[src/rtl/serial_sub_pkg.sv]
// Shared definitions for the bit-serial subtractor: FSM state encoding.
// Latency: n/a (declarations only).
// Backpressure: n/a.
// Encoding 2'd3 is unused; the FSM treats it as illegal and falls back to IDLE.
package serial_sub_pkg;

   localparam logic [1:0] ST_IDLE = 2'd0;
   localparam logic [1:0] ST_RUN  = 2'd1;
   localparam logic [1:0] ST_DONE = 2'd2;

   typedef enum logic [1:0] {
      IDLE = ST_IDLE,
      RUN  = ST_RUN,
      DONE = ST_DONE
   } state_e;

endpackage

[src/rtl/serial_subtractor_fs_bit.sv]
// One-bit full-subtractor cell: d = a - b - bi, bo = borrow out.
// Latency: purely combinational.
// Backpressure: none.
// Ports: a, b, bi (inputs); d (difference bit), bo (borrow out).
module fs_bit (
   input  logic a,
   input  logic b,
   input  logic bi,
   output logic d,
   output logic bo
);

   assign d  = a ^ b ^ bi;
   // Borrow when b exceeds a, or when a==b and a borrow is already pending.
   assign bo = (~a & b) | (~(a ^ b) & bi);

endmodule

[src/rtl/serial_subtractor.sv]
// Bit-serial subtractor: diff = a - b - bin, LSB first through one fs_bit cell.
// Latency: out_valid rises WIDTH edges after the input-handshake edge (WIDTH+1 counting it).
// Backpressure: result held in DONE until out_ready; in_ready only in IDLE.
// Ports: clk, rst_n (async active-low); in_valid/in_ready with a, b, bin;
//        out_valid/out_ready with diff, bout (unsigned borrow), ovf (signed overflow).
module serial_subtractor
   import serial_sub_pkg::*;
#(
   parameter int WIDTH = 8
) (
   input  logic             clk,
   input  logic             rst_n,
   input  logic             in_valid,
   output logic             in_ready,
   input  logic [WIDTH-1:0] a,
   input  logic [WIDTH-1:0] b,
   input  logic             bin,
   output logic             out_valid,
   input  logic             out_ready,
   output logic [WIDTH-1:0] diff,
   output logic             bout,
   output logic             ovf
);

   localparam int CW = $clog2(WIDTH);
   localparam logic [CW-1:0] CNT_LAST = CW'(WIDTH - 1);

   state_e           state_q, state_d;
   logic [WIDTH-1:0] a_sh_q, a_sh_d;
   logic [WIDTH-1:0] b_sh_q, b_sh_d;
   logic [WIDTH-1:0] res_q, res_d;
   logic             brw_q, brw_d;
   logic             a_msb_q, a_msb_d;
   logic             b_msb_q, b_msb_d;
   logic [CW-1:0]    cnt_q, cnt_d;

   logic             cell_d;
   logic             cell_bo;

   fs_bit u_fs_bit (
      .a  (a_sh_q[0]),
      .b  (b_sh_q[0]),
      .bi (brw_q),
      .d  (cell_d),
      .bo (cell_bo)
   );

   always_comb begin
      state_d = state_q;
      a_sh_d  = a_sh_q;
      b_sh_d  = b_sh_q;
      res_d   = res_q;
      brw_d   = brw_q;
      a_msb_d = a_msb_q;
      b_msb_d = b_msb_q;
      cnt_d   = cnt_q;

      case (state_q)
         IDLE: begin
            if (in_valid) begin
               a_sh_d  = a;
               b_sh_d  = b;
               brw_d   = bin;
               cnt_d   = '0;
               a_msb_d = a[WIDTH-1];
               b_msb_d = b[WIDTH-1];
               state_d = RUN;
            end
         end
         RUN: begin
            a_sh_d = {1'b0, a_sh_q[WIDTH-1:1]};
            b_sh_d = {1'b0, b_sh_q[WIDTH-1:1]};
            // Result fills from the top so bit 0 lands at res[0] after WIDTH shifts.
            res_d  = {cell_d, res_q[WIDTH-1:1]};
            brw_d  = cell_bo;
            if (cnt_q == CNT_LAST) begin
               // Park the counter at 0 so it never runs past WIDTH-1.
               cnt_d   = '0;
               state_d = DONE;
            end else begin
               cnt_d = cnt_q + CW'(1);
            end
         end
         DONE: begin
            if (out_ready) begin
               state_d = IDLE;
            end
         end
         default: begin
            state_d = IDLE;
         end
      endcase
   end

   always_ff @(posedge clk or negedge rst_n) begin
      if (!rst_n) begin
         state_q <= IDLE;
         a_sh_q  <= '0;
         b_sh_q  <= '0;
         res_q   <= '0;
         brw_q   <= 1'b0;
         a_msb_q <= 1'b0;
         b_msb_q <= 1'b0;
         cnt_q   <= '0;
      end else begin
         state_q <= state_d;
         a_sh_q  <= a_sh_d;
         b_sh_q  <= b_sh_d;
         res_q   <= res_d;
         brw_q   <= brw_d;
         a_msb_q <= a_msb_d;
         b_msb_q <= b_msb_d;
         cnt_q   <= cnt_d;
      end
   end

   // Handshake outputs come straight from the state register: no input-to-output path.
   assign in_ready  = (state_q == IDLE);
   assign out_valid = (state_q == DONE);

   // Outputs are only meaningful in DONE; res/brw stop moving once RUN ends.
   assign diff = res_q;
   assign bout = brw_q;
   // Overflow only possible when operand signs differ and the result sign leaves a's sign.
   assign ovf  = (a_msb_q ^ b_msb_q) & (res_q[WIDTH-1] ^ a_msb_q);

endmodule

[config.mk]
export PLATFORM = sky130hd
export DESIGN_NAME = serial_subtractor
export DESIGN_NICKNAME = d
export VERILOG_FILES = /design/src/rtl/serial_sub_pkg.sv /design/src/rtl/serial_subtractor_fs_bit.sv /design/src/rtl/serial_subtractor.sv
export SDC_FILE = /design/constraint.sdc
export NUM_CORES = 1
export LEC_CHECK = 0
export ABC_AREA = 1
export CAP_MARGIN = 20
export CORE_ASPECT_RATIO = 1.1
export CORE_MARGIN = 10
export CORE_UTILIZATION = 30
export CTS_BUF_LIST = sky130_fd_sc_hd__clkbuf_4
export DETAILED_ROUTE_END_ITERATION = 6
export DONT_BUFFER_PORTS = 1
export PLACE_DENSITY = 0.53
export SLEW_MARGIN = 20
export SYNTH_ARGS = -nofsm -noshare
export SYNTH_HDL_FRONTEND = slang
export SYNTH_SLANG_ARGS = --single-unit
export TNS_END_PERCENT = 10
[constraint.sdc]
create_clock -name clk -period 1.45 [get_ports clk]
set_clock_uncertainty 0.2 [all_clocks]
set_input_delay 0.29 -clock clk [delete_from_list [all_inputs] [get_ports clk]]
set_output_delay 0.29 -clock clk [all_outputs]
set_load 0.1 [all_outputs]
==> metrics.txt, run 1 <==
total global routing overflow 0; clock root buffer master clkbuf_4; Netlist cell types 14; Max Cap Viol 0; core area ~4700 sq um; failing checks setup timing; post-route setup slack -0.329 ns; gr usage total under 10%; Crit. End Element primary output; R2R setup slack approximately 0.03 ns; CP Max Fanout 3; kind of start point of the critical path flop; synthesized area ~1500 sq um; Initial Utilization around a third; post-DP HPWL between 2 and 3 mm; # rows 26; Max IR drop VDD about 0.99 mV; M2 GR Usage between 10% and 20%; kind of critical path flop to primary output; Post-DRT Antenna Nets 0; top cells by area, synth dfrtp_1, nand2_1, nand3_1; Yosys top cell area share a little over half; syn_nets 220; # diodes 0; largest net degree at the start of global routing 33; Routed WL 3.75 mm; Util after Layout a little under half; worst path cell trace nor2_1 -> o21ai_1 -> bufinv_8; status finished with violations; grt peak-use layer met2; H-tree levels 2; yosys warns 0; io pins 33; initial antenna violation count 0; pwr dens approximately 2700 nW/um^2; vias in the first global route approximately 1400; DRC Markers 0; die area between 8000 and 9000 sq um; clock buffer depth 2; Power Total 5830 uW; #FFs+latches synth 32; CP Data Required Time approximately 0.96 ns; Setup WS pre-CTS ~0.029 ns; Hold Crit Class input port to flop; total setup buffers inserted after CTS 0; Pre-antenna DRT Iters 5; Worst Path Arrival ~1.3 ns; Iter 0 DRT Violations about 110; vias ~1400; final hold vios 0; drt wl/cell 12.8 um; Design Area, Final between 2000 and 2500 sq um; Routability Congestion roughly 0.73; M3 GR Usage under 10%; Slew @ Worst Pin about 0.28 ns; min cycle time layout ~1.8 ns; Tcrit/Tclk final 123%; clk_lat worst skew 0.35 ns; Reg clk slew, reported paths ~0.11 ns; unrepaired setup endpoints after global routing yes; final setup fails 6; Area Growth Syn to Fin 43.5%; highest clock rate ~560 MHz; Crit path largest cell delay about 0.50 ns; die height 94.3 um; Static Leak around 0.0011 uW; Syn Inst Count ~200; CP max-delay cell dfrtp_4; layout cells sized above 1 about 18%; Cell Area, Placed roughly 1800 sq um; drt via density 4.71; first-pass GRT wire length 6.27 mm; sequential area share after synthesis between 50% and 60%; synthesized area per cell around 7.7 sq um; die width 87.5 um; Total Nets Final roughly 260; slew margin rel. around four fifths; GR Util met1 roughly 11%; Port Buffers 0; CTS buffer count 5; CTS Sinks 32; cell taking the most area after synthesis dfrtp_1; Pins Over Slew Limit 0; CTS tree built
==> cells by family (layout without fill, tap and decap cells) <==
family	after synthesis	after routing	share of synthesized area, %
buffers and inverters	26	66	7.23
adders and majority gates	3	3	2.99
DFF	32	32	53.2
and+or+nand+nor	119	119	31.2
AOI/OAI and AO/OA	16	16	5.40
==> what timing repair did <==
action,CTS,global route
endpoints found under the setup margin,12,29
resized for setup,9,10
endpoints found under the hold margin,53,0
pin swaps,3,1
hold buffers,21,0
==> flip-flops by register name, summed over array words and instances (netlist names) <==
name,flops
a_sh_q,8
b_msb_q,1
cnt_q,3
diff,8
a_msb_q,1
state_q,2
bout,1
b_sh_q,8
==> per-stage QoR <==
stage | std cells | hold slack, ns | TNS, ns
final | 292 | 0.0988 | -1.17
after global routing | 292 | 0.0982 | -1.98
after CTS | 292 | 0.0919 | -1.31
after detailed placement | 263 | -0.204 | 0
after global placement | 263 | -0.204 | 0
after floorplan | 196 | -0.206 | -1.24
==> critical path: cells and delay by family, from the launching register on <==
kind	cells	cell delay, ns
simple gates	1	0.09
compound gates	1	0.06
flops	1	0.50
buf+inv	1	0.28
==> cells in the final DEF, fill, tap and decap left out, types with 4 or more instances in the layout <==
master / synthesis / layout
nor2_1: 8 / 6
nand2_1: 93 / 91
dfrtp_1: 32 / 30
dlygate4sd3_1: 0 / 20
a21oi_1: 4 / 4
buf_6: 0 / 4
nand3_1: 18 / 18
inv_2: 2 / 4
buf_12: 0 / 9
clkbuf_4: 0 / 5
o21ai_1: 4 / 5
inv_1: 14 / 11
buf_4: 0 / 7
o21ai_0: 7 / 5
==> power breakdown <==
part | switching (uW) | total (uW) | internal, uW | leakage [uW]
Sequential | 293 | 1620 | 1330 | 0.000394
Combinational | 2270 | 3500 | 1230 | 0.000682
Clock | 347 | 706 | 359 | 0.0000412
Total | 2910 | 5830 | 2920 | 0.00112
==> path summary, 6_finish.rpt <==
kind                            cells after the start               endpoint                   from
worst min register to register                      2  b_sh_q[2]$_DFFE_PN0P_  b_sh_q[2]$_DFFE_PN0P_
worst max-delay path                                3                    ovf    diff[7]$_DFFE_PN0N_
worst max register to register                      4    diff[7]$_DFFE_PN0N_       bout$_DFFE_PN0P_
worst min-delay path                                4   cnt_q[2]$_DFFE_PN0P_               in_valid
min in group asynchronous                           2    diff[6]$_DFFE_PN0N_                  rst_n
max in group asynchronous                           2    diff[7]$_DFFE_PN0N_                  rst_n
==> cell usage after synthesis, drive strengths merged <==
cell type  count
nand2         93
inv           16
ha             2
nand3         18
clkbuf         1
dfrtp         32
buf            9
fa             1
a21oi          4
o22ai          1
nor2           8
o21ai         11
==> area by class of cell <==
cell class                      instances  area (sq um)
Clock inverter                          3          42.5
Sequential cell                        32           808
Clock buffer                            5          37.5
Multi-Input combinational cell        138           619
Inverter                               16          73.8
Fill cell                             455          2590
Timing Repair Buffer                   42           508
Tap cell                               56          70.1
==> per-layer routing <==
| metal | part of all wire (%) | wire length (um) | vias to the layer above |
|---|---|---|---|
| met5 | 0 | 0 | - |
| li1 | - | - | 682 |
| met2 | 46 | 1740 | 32 |
| met3 | 7.8 | 291 | 6 |
| met4 | 1.4 | 53 | 0 |
| met1 | 44 | 1660 | 656 |
Note: power is estimated with default switching activity, not from simulation.
==> run 2, diff against run 1 <==
ABC_AREA = 0   (was 1)
==> run 2 against run 1 <==
Final cell count down 24%. Sequential cell count is the same. Die area up 2.1%. Hold slack got worse by 0.086 ns. First-iteration DRC count is 65% lower. Sequential share of layout area decreased by 3.1 points. Via count is 15% lower. Critical path depth rose by 1. The run still ends with setup timing left. Non-clock buffer count is the same.
==> metrics.txt, run 2 <==
die width just under 90 um; Max Cap Viol 0; Hold Crit Class input port to flop; io pins 33; clock buffer depth 2; Routed WL roughly 3.8 mm; kind of start point of the critical path flop; most common cell after layout, fill and taps aside dfrtp_1; Power Total ~6300 uW; min cycle time layout between 1.5 and 2 ns; Static Leak ~0.001 uW; Total Nets Final roughly 190; synth cell count leaders dfrtp_1, inv_1, mux2_2; clk_lat worst skew about 0.34 ns; slew margin rel. between 70% and 80%; first-pass GRT wire length 6.07 mm; clock group share of total power 11.0%; yosys warns 0; Yosys top cell area share ~52%; Logic pwr share roughly 62%; synthesized area per cell about 12 sq um; DRC Markers 0; CP Data Required Time roughly 0.96 ns; core area between 4000 and 5000 sq um; Placed Instances slightly below 200; # diodes 0; CTS Sinks 32; final hold vios 0; clock root buffer master clkbuf_4; Netlist cell types 26; Routability Congestion approximately 0.74; CP Max Fanout 2; sequential share of power approximately a quarter; largest net degree at the start of global routing 33; synthesized area around 1500 sq um; Primary FF master, synth dfrtp_1; count leader, synth dfrtp_1; Crit path largest cell delay 0.42 ns; CTS tree built; Setup WS pre-CTS -0.0603 ns; Post-synth EDFFs 0; top cells by area, synth dfrtp_1, mux2_2, nor4b_1; die area approximately 8400 sq um; Area Growth Syn to Fin 52.1%; Iter 0 DRT Violations 38; highest clock rate 553 MHz; Reg clk slew, reported paths approximately 0.12 ns; setup_tns -4.20 ns; kind of critical path flop to primary output; CP delay by family, top flip-flops; Crit path top cell by count buf_6; Worst Path Arrival roughly 1.3 ns; WP buf/inv 3; area of the multi-input gates 787 sq um; gr usage total under 10%; post-DP HPWL ~2.6 mm; Port Buffers 0; total global routing overflow 0; pwr dens ~2700 nW/um^2; initial antenna violation count 0; H-tree levels 2; final setup fails 35; Max IR drop VDD just under 1 mV; cell taking the most area after synthesis dfrtp_1; vias in the first global route ~1200; unrepaired setup endpoints after global routing yes; Tcrit/Tclk final 125%; ys async rst share 100%; #FFs+latches synth 32; Net Sw Frac around 44%; Crit. End Element primary output; sw power 2800 uW; CP max-delay cell dfrtp_1; die height approximately 95 um; Layout Cells excl Fill 222; Filler cells 465; drt wl/cell around 17 um; Initial Utilization a little under a third; vias approximately 1200; FF+latch area between 800 and 900 sq um; sequential area share after synthesis between 50% and 60%; # rows 27; status finished with violations; Pre-antenna DRT Iters 4; Post-DRT Antenna Nets 0; syn_nets around 150; drt via density ~5.2; cell-internal power roughly 3500 uW; Pins Over Slew Limit 0; layout cells sized above 1 around 48%; Slew @ Worst Pin between 0.3 and 0.4 ns; post-route setup slack -0.357 ns; most frequent cells in the layout dfrtp_1, buf_12, buf_6; worst path cell trace buf_6 -> buf_6 -> nor2_4 -> buf_12; failing checks setup timing; Syn Inst Count 124; CTS buffer count 5
-- run 2: cell types whose count changed after synthesis, moves of 8 or more --
cell / previous run / this run
a211oi_1: 0 / 8
mux2_2: 0 / 10
nand2_1: 93 / 0
nand3_1: 18 / 0
nor3b_1: 0 / 9
nor4b_1: 0 / 8
-- run 2: what timing repair did --
item / CTS / global route
hold endpoints to repair: 42 / 0
pin swaps: 7 / 5
gates resized for setup: 18 / 18
gates cloned: 0 / 1
buffers inserted: 5 / 2
hold buffers: 10 / 0
setup endpoints to repair: 37 / 42
-- run 2: cell families after synthesis --
group           count (synthesis)  share of synthesized area (%)
compound gates                 25                           14.2
fa+ha+maj                       3                           2.91
buf+inv                        20                           6.40
flops                          32                           51.8
mux                            10                           7.29
simple gates                   34                           17.4
-- run 2: power by group through the flow --
stage / clock network [uW] / logic, uW / registers (uW)
final: 695 / 3930 / 1680
after global routing: 757 / 4150 / 1740
after CTS: 718 / 3830 / 1680
after detailed placement: 0 / 3530 / 1690
after global placement: 0 / 3460 / 1670
after floorplan: 0 / 1510 / 2530
-- run 2: final timing paths --
kind                                             start               endpoint  slack [ns]  depth (start not counted)
worst max-delay path            state_q[1]$_DFFE_PN0P_               in_ready       -0.36                          4
worst min-delay path                              b[6]  b_sh_q[6]$_DFFE_PN0P_        0.01                          2
worst max register to register  state_q[0]$_DFFE_PN0P_  a_sh_q[3]$_DFFE_PN0P_       -0.17                          4
worst min register to register    cnt_q[1]$_DFFE_PN0P_   cnt_q[1]$_DFFE_PN0P_        0.32                          1
max in group asynchronous                        rst_n       bout$_DFFE_PN0P_        0.66                          2
min in group asynchronous                        rst_n  a_sh_q[1]$_DFFE_PN0P_        0.17                          2
-- run 2: layout make-up --
| cell class | instances | share of cell area, % |
|---|---|---|
| Sequential cell | 32 | 34.3 |
| Multi-Input combinational cell | 72 | 33.5 |
| Clock inverter | 2 | 1.49 |
| Inverter | 10 | 1.60 |
| Timing Repair Buffer | 42 | 24.1 |
| Tap cell | 58 | 3.09 |
| Clock buffer | 6 | 1.92 |
-- run 2: layer usage --
layer  share of wire, %  vias to the layer above  GRT usage (%)
met3                6.8                        6           4.44
met5                  0                        -              0
li1                   -                      543              -
met2                 49                       28           13.9
met4                1.4                        0           3.64
met1                 43                      587           11.3
-- run 2: per-stage QoR --
stage | hold WS (ns) | instance area [sq um] | utilization [%]
global route | -0.00889 | 2350 | 47.0
global placement | -0.204 | 1940 | 38.8
CTS | 0.000886 | 2250 | 45.0
floorplan | -0.206 | 1590 | -
detailed placement | -0.204 | 1940 | 38.8
finish | 0.0131 | 2350 | 47.0
